**src/rtl/apb_cmd_queue_if.sv**
```systemverilog
// Client command/response handshakes plus the request side of the APB system wrapper.
// The queue uses the slave view; the client and APB master side use the master view.
interface apb_cmd_queue_if #(
    parameter int unsigned DATA_WIDTH      = 32,
    parameter int unsigned MAIN_ADDR_WIDTH = 32,
    parameter int unsigned DEPTH           = 4
);
    localparam int unsigned DATA_BYTE_NUM = DATA_WIDTH / 8;
    localparam int unsigned LVL_W         = $clog2(DEPTH) + 1;

    logic                       cmd_valid;
    logic                       cmd_ready;
    logic                       cmd_write;
    logic [MAIN_ADDR_WIDTH-1:0] cmd_addr;
    logic [DATA_WIDTH-1:0]      cmd_wdata;
    logic [DATA_BYTE_NUM-1:0]   cmd_strb;

    logic                       rsp_valid;
    logic                       rsp_ready;
    logic [DATA_WIDTH-1:0]      rsp_rdata;
    logic                       rsp_write;
    logic                       rsp_err;

    logic [LVL_W-1:0]           level;

    logic                       transfer;
    logic [MAIN_ADDR_WIDTH-1:0] ADDR;
    logic [DATA_WIDTH-1:0]      WDATA;
    logic                       WRITE;
    logic [DATA_BYTE_NUM-1:0]   STRB;
    logic                       READY;
    logic [DATA_WIDTH-1:0]      RDATA;

    modport slave (
        input  cmd_valid, cmd_write, cmd_addr, cmd_wdata, cmd_strb, rsp_ready, READY, RDATA,
        output cmd_ready, rsp_valid, rsp_rdata, rsp_write, rsp_err, level,
        output transfer, ADDR, WDATA, WRITE, STRB
    );

    modport master (
        output cmd_valid, cmd_write, cmd_addr, cmd_wdata, cmd_strb, rsp_ready, READY, RDATA,
        input  cmd_ready, rsp_valid, rsp_rdata, rsp_write, rsp_err, level,
        input  transfer, ADDR, WDATA, WRITE, STRB
    );
endinterface

```
**src/rtl/apb_cmd_queue.sv**
```systemverilog
// Command FIFO in front of the APB system wrapper: issues queued commands one at a time, in order,
// and returns one held response per command. APB_CMDQ_TIMEOUT_EN adds a READY watchdog.
module apb_cmd_queue #(
    parameter int unsigned DATA_WIDTH      = 32,
    parameter int unsigned MAIN_ADDR_WIDTH = 32,
    parameter int unsigned DEPTH           = 4,
    parameter int unsigned TIMEOUT_CYCLES  = 16
) (
    input logic            PCLK,
    input logic            PRESET_n,
    apb_cmd_queue_if.slave bus
);
    localparam int unsigned DATA_BYTE_NUM = DATA_WIDTH / 8;
    localparam int unsigned LVL_W         = $clog2(DEPTH) + 1;
    localparam int unsigned PTR_W         = $clog2(DEPTH);
    localparam int unsigned ENTRY_W       = 1 + MAIN_ADDR_WIDTH + DATA_WIDTH + DATA_BYTE_NUM;

    typedef enum logic [1:0] {StIdle, StIssue, StRsp} state_e;

    state_e                state_q;
    logic [ENTRY_W-1:0]    mem_q [DEPTH];
    logic [PTR_W-1:0]      wr_ptr_q;
    logic [PTR_W-1:0]      rd_ptr_q;
    logic [LVL_W-1:0]      level_q;
    logic                  transfer_q;
    logic                  rsp_valid_q;
    logic                  rsp_write_q;
    logic                  rsp_err_q;
    logic [DATA_WIDTH-1:0] rsp_rdata_q;

    logic full;
    logic push;
    logic pop;
    logic done;
    logic timeout;

    assign full = (level_q == LVL_W'(DEPTH));
    assign push = bus.cmd_valid && !full;
    assign done = (state_q == StIssue) && bus.READY;
    assign pop  = done || timeout;

`ifdef APB_CMDQ_TIMEOUT_EN
    localparam int unsigned WD_W = $clog2(TIMEOUT_CYCLES + 1);
    logic [WD_W-1:0] wd_q;

    // Held at zero outside ISSUE, so every entry into ISSUE starts a fresh count.
    assign timeout = (state_q == StIssue) && !bus.READY && (wd_q == WD_W'(TIMEOUT_CYCLES - 1));

    always_ff @(posedge PCLK or negedge PRESET_n) begin
        if (!PRESET_n) begin
            wd_q <= '0;
        end else if (state_q != StIssue) begin
            wd_q <= '0;
        end else if (!bus.READY) begin
            wd_q <= wd_q + WD_W'(1);
        end
    end
`else
    logic unused_timeout_cfg;
    assign unused_timeout_cfg = ^TIMEOUT_CYCLES;
    assign timeout = 1'b0;
`endif

    always_ff @(posedge PCLK) begin
        if (push) begin
            mem_q[wr_ptr_q] <= {bus.cmd_write, bus.cmd_addr, bus.cmd_wdata, bus.cmd_strb};
        end
    end

    always_ff @(posedge PCLK or negedge PRESET_n) begin
        if (!PRESET_n) begin
            wr_ptr_q <= '0;
            rd_ptr_q <= '0;
            level_q  <= '0;
        end else begin
            if (push) begin
                wr_ptr_q <= wr_ptr_q + PTR_W'(1);
            end
            if (pop) begin
                rd_ptr_q <= rd_ptr_q + PTR_W'(1);
            end
            unique case ({push, pop})
                2'b10:   level_q <= level_q + LVL_W'(1);
                2'b01:   level_q <= level_q - LVL_W'(1);
                default: level_q <= level_q;
            endcase
        end
    end

    always_ff @(posedge PCLK or negedge PRESET_n) begin
        if (!PRESET_n) begin
            state_q     <= StIdle;
            transfer_q  <= 1'b0;
            rsp_valid_q <= 1'b0;
            rsp_write_q <= 1'b0;
            rsp_err_q   <= 1'b0;
            rsp_rdata_q <= '0;
        end else begin
            unique case (state_q)
                StIdle: begin
                    if (level_q != '0) begin
                        state_q    <= StIssue;
                        transfer_q <= 1'b1;
                    end
                end
                StIssue: begin
                    if (pop) begin
                        state_q     <= StRsp;
                        transfer_q  <= 1'b0;
                        rsp_valid_q <= 1'b1;
                        rsp_write_q <= bus.WRITE;
                        // A completion arriving on the timeout cycle still counts as success.
                        rsp_err_q   <= !done;
                        rsp_rdata_q <= (done && !bus.WRITE) ? bus.RDATA : '0;
                    end
                end
                StRsp: begin
                    if (bus.rsp_ready) begin
                        rsp_valid_q <= 1'b0;
                        rsp_err_q   <= 1'b0;
                        if (level_q != '0) begin
                            state_q    <= StIssue;
                            transfer_q <= 1'b1;
                        end else begin
                            state_q <= StIdle;
                        end
                    end
                end
                default: state_q <= StIdle;
            endcase
        end
    end

    assign bus.cmd_ready = !full;
    assign bus.level     = level_q;
    assign bus.transfer  = transfer_q;
    assign bus.rsp_valid = rsp_valid_q;
    assign bus.rsp_write = rsp_write_q;
    assign bus.rsp_err   = rsp_err_q;
    assign bus.rsp_rdata = rsp_rdata_q;

    assign {bus.WRITE, bus.ADDR, bus.WDATA, bus.STRB} =
        (level_q != '0) ? mem_q[rd_ptr_q] : '0;
endmodule

```
**src/flat_wrapper.sv**
```systemverilog
// flat-port wrapper written by rule: the top's interface ports become plain ports
module apb_cmd_queue_flat 
#(
    parameter int unsigned DATA_WIDTH      = 32,
    parameter int unsigned MAIN_ADDR_WIDTH = 32,
    parameter int unsigned DEPTH           = 4,
    parameter int unsigned TIMEOUT_CYCLES  = 16
)
  (PCLK, PRESET_n, bus_cmd_valid, bus_cmd_write, bus_cmd_addr, bus_cmd_wdata, bus_cmd_strb, bus_rsp_ready, bus_READY, bus_RDATA, bus_cmd_ready, bus_rsp_valid, bus_rsp_rdata, bus_rsp_write, bus_rsp_err, bus_level, bus_transfer, bus_ADDR, bus_WDATA, bus_WRITE, bus_STRB);
  apb_cmd_queue_if #(.DATA_WIDTH(DATA_WIDTH), .MAIN_ADDR_WIDTH(MAIN_ADDR_WIDTH), .DEPTH(DEPTH)) bus_i ();
  input logic PCLK;
  input logic PRESET_n;
  input wire logic [$bits(bus_i.cmd_valid)-1:0] bus_cmd_valid;
  input wire logic [$bits(bus_i.cmd_write)-1:0] bus_cmd_write;
  input wire logic [$bits(bus_i.cmd_addr)-1:0] bus_cmd_addr;
  input wire logic [$bits(bus_i.cmd_wdata)-1:0] bus_cmd_wdata;
  input wire logic [$bits(bus_i.cmd_strb)-1:0] bus_cmd_strb;
  input wire logic [$bits(bus_i.rsp_ready)-1:0] bus_rsp_ready;
  input wire logic [$bits(bus_i.READY)-1:0] bus_READY;
  input wire logic [$bits(bus_i.RDATA)-1:0] bus_RDATA;
  output wire logic [$bits(bus_i.cmd_ready)-1:0] bus_cmd_ready;
  output wire logic [$bits(bus_i.rsp_valid)-1:0] bus_rsp_valid;
  output wire logic [$bits(bus_i.rsp_rdata)-1:0] bus_rsp_rdata;
  output wire logic [$bits(bus_i.rsp_write)-1:0] bus_rsp_write;
  output wire logic [$bits(bus_i.rsp_err)-1:0] bus_rsp_err;
  output wire logic [$bits(bus_i.level)-1:0] bus_level;
  output wire logic [$bits(bus_i.transfer)-1:0] bus_transfer;
  output wire logic [$bits(bus_i.ADDR)-1:0] bus_ADDR;
  output wire logic [$bits(bus_i.WDATA)-1:0] bus_WDATA;
  output wire logic [$bits(bus_i.WRITE)-1:0] bus_WRITE;
  output wire logic [$bits(bus_i.STRB)-1:0] bus_STRB;
  assign bus_i.cmd_valid = bus_cmd_valid;
  assign bus_i.cmd_write = bus_cmd_write;
  assign bus_i.cmd_addr = bus_cmd_addr;
  assign bus_i.cmd_wdata = bus_cmd_wdata;
  assign bus_i.cmd_strb = bus_cmd_strb;
  assign bus_i.rsp_ready = bus_rsp_ready;
  assign bus_i.READY = bus_READY;
  assign bus_i.RDATA = bus_RDATA;
  assign bus_cmd_ready = bus_i.cmd_ready;
  assign bus_rsp_valid = bus_i.rsp_valid;
  assign bus_rsp_rdata = bus_i.rsp_rdata;
  assign bus_rsp_write = bus_i.rsp_write;
  assign bus_rsp_err = bus_i.rsp_err;
  assign bus_level = bus_i.level;
  assign bus_transfer = bus_i.transfer;
  assign bus_ADDR = bus_i.ADDR;
  assign bus_WDATA = bus_i.WDATA;
  assign bus_WRITE = bus_i.WRITE;
  assign bus_STRB = bus_i.STRB;
  apb_cmd_queue #(.DATA_WIDTH(DATA_WIDTH), .MAIN_ADDR_WIDTH(MAIN_ADDR_WIDTH), .DEPTH(DEPTH), .TIMEOUT_CYCLES(TIMEOUT_CYCLES)) u_core (.PCLK(PCLK), .PRESET_n(PRESET_n), .bus(bus_i));
endmodule
```
**config.mk**
```make
export PLATFORM = sky130hd
export DESIGN_NAME = apb_cmd_queue_flat
export DESIGN_NICKNAME = d
export VERILOG_FILES = /design/src/rtl/apb_cmd_queue_if.sv /design/src/rtl/apb_cmd_queue.sv /design/src/flat_wrapper.sv
export SDC_FILE = /design/constraint.sdc
export NUM_CORES = 1
export LEC_CHECK = 0
export CAP_MARGIN = 40
export CORE_UTILIZATION = 35
export CTS_CLUSTER_SIZE = 10
export DETAILED_ROUTE_END_ITERATION = 8
export SLEW_MARGIN = 0
export SYNTH_ARGS = -nofsm -noshare
export SYNTH_HDL_FRONTEND = slang
export SYNTH_SLANG_ARGS = --single-unit
```
**constraint.sdc**
```tcl
create_clock -name PCLK -period 4 [get_ports PCLK]
set_input_delay 0.8 -clock PCLK [delete_from_list [all_inputs] [get_ports PCLK]]
set_output_delay 0.8 -clock PCLK [all_outputs]
set_load 0.05 [all_outputs]
```
==> flow_metrics.tcl, run 1 <==
set metrics [dict create \
    final_nets 991 \
    initial_core_util_pct 35.8 \
    fin_crit_sh_pct 93.4 \
    clkTransAtPathRegs_ps 50 \
    rsz0062_at_grt "false" \
    grt_max_degree 71 \
    syn_nets 747 \
    clock_latency_ps 510 \
    path_class "register to output port" \
    routed_wl_mm 26.7 \
    clock-root-buffer "clkbuf_16" \
    drt-pass1-iter-count 4 \
    insertedDiodeCount 0 \
    cts_buffers 39 \
    synth.mux.area_fraction_pct 12.8 \
    ys_seq_elements 321 \
    setup_viol 0 \
    routedWlPerCell_um 19.8 \
    ant_nets 0 \
    worstMarginPinSlew_ps 711 \
    rrSetupSlack_ps 1610 \
    place.gp.congestion 0.704 \
    synthXorXnorAreaFrac_pct 0.422 \
    dp_hpwl_mm 16.3 \
    die_w_um 191 \
    num-fill-cells 2918 \
    ys_seq_area_share_pct 75.7 \
    critPathRequiredTime_ps 3200 \
    via_per_inst 4.79 \
    drt-initial-drc-count 289 \
    synth.distinct_cells 32 \
    overflow 0 \
    core_area_um2 34800 \
    cts_setup_buffers 0 \
    layout-drive-gt1-share_pct 20.0 \
    setup_tns_ps 0 \
    drc_errors 0 \
    io_buffers 214 \
    r2r_cells 5 \
    finalMaxSlewViolations 0 \
    grt.total_usage_pct 15.0 \
    period_needed_ps 3740 \
    ys_warn_count 0 \
    grt_pass1_vias 6870 \
    cp-end-kind "output port" \
    max_cap_viol_count 0 \
    hold_buffers 0 \
    layout-area-overhead-vs-synth_pct 31.9 \
    p_leak_nw 5.61 \
    post_cts_resized 0 \
    seq_area_um2 9420 \
    dr_total_vias 6472 \
    arrival_ps 2940 \
    synth.cell_area_um2 12400 \
    multi_input_comb_area_um2 2840 \
    skew_ps 9.58 \
    cts_max_path_buffers 3 \
    ir_drop_mv 0.597 \
    clock_sinks 321 \
    final_common_cell "edfxtp_1" \
    cts_tree "built" \
    grt_pass1_wl_mm 41.0 \
    synth_fa_ha_area_share_pct 0.664 \
    max_freq_ghz 0.268 \
    final_cell_mix "276 x edfxtp_1, 212 x clkdlybuf4s50_1, 69 x mux4_2, 69 x nor2b_1, 66 x nand2_1" \
    power.density_nw_per_um2 906 \
    cp_max_fo 21 \
    h-tree-depth 2 \
    syn_inst 635 \
    synth-simple-area-share_pct 6.23 \
    synth_compound_area_share_pct 2.56 \
    syn-mean-instance-area_um2 19.6 \
    whs_ps 221 \
    power.total_mw 14.9 \
    die_area_um2 36300 \
    hold_violations 0 \
    min_path_type "primary input to async pin" \
    chipHeight_um 191 \
    critPathLaunchType "register" \
    synth_top_family_by_area "multiplexers" \
    core.rowCount 68 \
    slew_headroom_pct 52.6 \
    status "finished, final reports clean" \
    io_pins 215 \
    antenna_found_initial 1 \
]
## Yosys cell counts
library cell	n	area (um2)
or3b_1	1	8.76
and3_1	4	25.0
fa_1	1	20.0
mux4_2	69	1550
nor3_4	1	16.3
mux2_2	2	22.5
clkbuf_1	15	56.3
ha_1	5	62.6
nor3_1	1	5.00
inv_1	9	33.8
dfrtp_1	45	1130
buf_4	1	7.51
a21oi_1	2	10.0
nor2b_4	1	13.8
a2bb2oi_1	1	8.76
nand3b_1	1	7.51
mux2i_1	1	10.0
nand2_1	66	248
clkinv_1	1	3.75
xor2_1	2	17.5
o311a_1	1	10.0
a31o_2	1	8.76
edfxtp_1	276	8290
buf_6	4	45.0
xnor2_1	4	35.0
and2_4	1	8.76
o21ai_2	29	254
nor2_1	3	11.3
buf_2	13	65.1
o21ai_0	4	20.0
o31ai_1	1	7.51
nor2b_1	69	432
## sequential cells by signal, indices dropped and copies added, names as in the netlist
register	count
u_core.bus.level	3
u_core.bus.rsp_err	1
u_core.bus.rsp_rdata	32
u_core.bus.rsp_valid	1
u_core.bus.rsp_write	1
u_core.bus.transfer	1
u_core.mem_q	276
u_core.rd_ptr_q	2
u_core.state_q	2
u_core.wr_ptr_q	2
## logic make-up after synthesis
logic type | after synthesis
compound gates | 39
simple gates | 148
fa+ha+maj | 6
mux | 72
flops | 321
xor+xnor | 6
buf+inv | 43
## power by group
group	internal [mW]	switching, mW	leakage [nW]	total [mW]
sequential	4.46	0.296	3.10	4.76
clock	1.95	1.25	0.553	3.20
combinational	2.57	4.36	1.96	6.92
total	8.97	5.91	5.61	14.9
## stage by stage
stage / utilization, % / cell area (um2) / std cells / setup slack (ps)
2_1_floorplan: - / 12400 / 635 / 550
3_3_place_gp: 43.8 / 15300 / 1292 / 720
3_5_place_dp: 43.9 / 15300 / 1293 / 722
4_1_cts: 47.2 / 16400 / 1351 / 161
5_1_grt: 47.2 / 16400 / 1351 / 105
6_report: 47.2 / 16400 / 1351 / 265
## area by class of cell
type	instances	share of cell area [%]
Clock buffer	55	6.69
Tap cell	455	3.47
Clock inverter	3	0.236
Multi-Input combinational cell	271	17.3
Sequential cell	321	57.4
Timing Repair Buffer	236	14.7
Inverter	10	0.229
## final timing paths
path                                         start                  endpoint
min in group PCLK          u_core.bus.rsp_rdata[2]   u_core.bus.rsp_rdata[2]
min                                       PRESET_n  u_core.bus.rsp_rdata[18]
max                             u_core.rd_ptr_q[0]              bus_WDATA[4]
min reg2reg                u_core.bus.rsp_rdata[2]   u_core.bus.rsp_rdata[2]
max in group asynchronous                 PRESET_n        u_core.rd_ptr_q[1]
max reg2reg                     u_core.rd_ptr_q[0]      u_core.bus.rsp_write
## per-layer routing
metal	up-vias	part of all wire (%)	GRT usage (%)
li1	2936	-	-
met1	3287	44	20.0
met2	202	46	24.1
met3	47	7.3	4.09
met4	0	2.1	4.18
met5	-	0	0
## worst max-delay path, cell delays in order, from the launching register on
cell,delay (ps)
dfrtp_4,750
buf_4,280
mux4_2,520
nor2b_1,150
clkdlybuf4s50_1,720
Power figures use the tool's default switching activity.
==> run 2, diff against run 1 <==
--- a/config.mk
+++ b/config.mk
@@ -9,6 +9,7 @@
 export CORE_UTILIZATION = 35
 export CTS_CLUSTER_SIZE = 10
 export DETAILED_ROUTE_END_ITERATION = 8
+export HOLD_SLACK_MARGIN = 0.02
 export SLEW_MARGIN = 0
 export SYNTH_ARGS = -nofsm -noshare
 export SYNTH_HDL_FRONTEND = slang
==> results of run 2 <==
The final DEF is identical to that of run 1; final timing and power are the same.
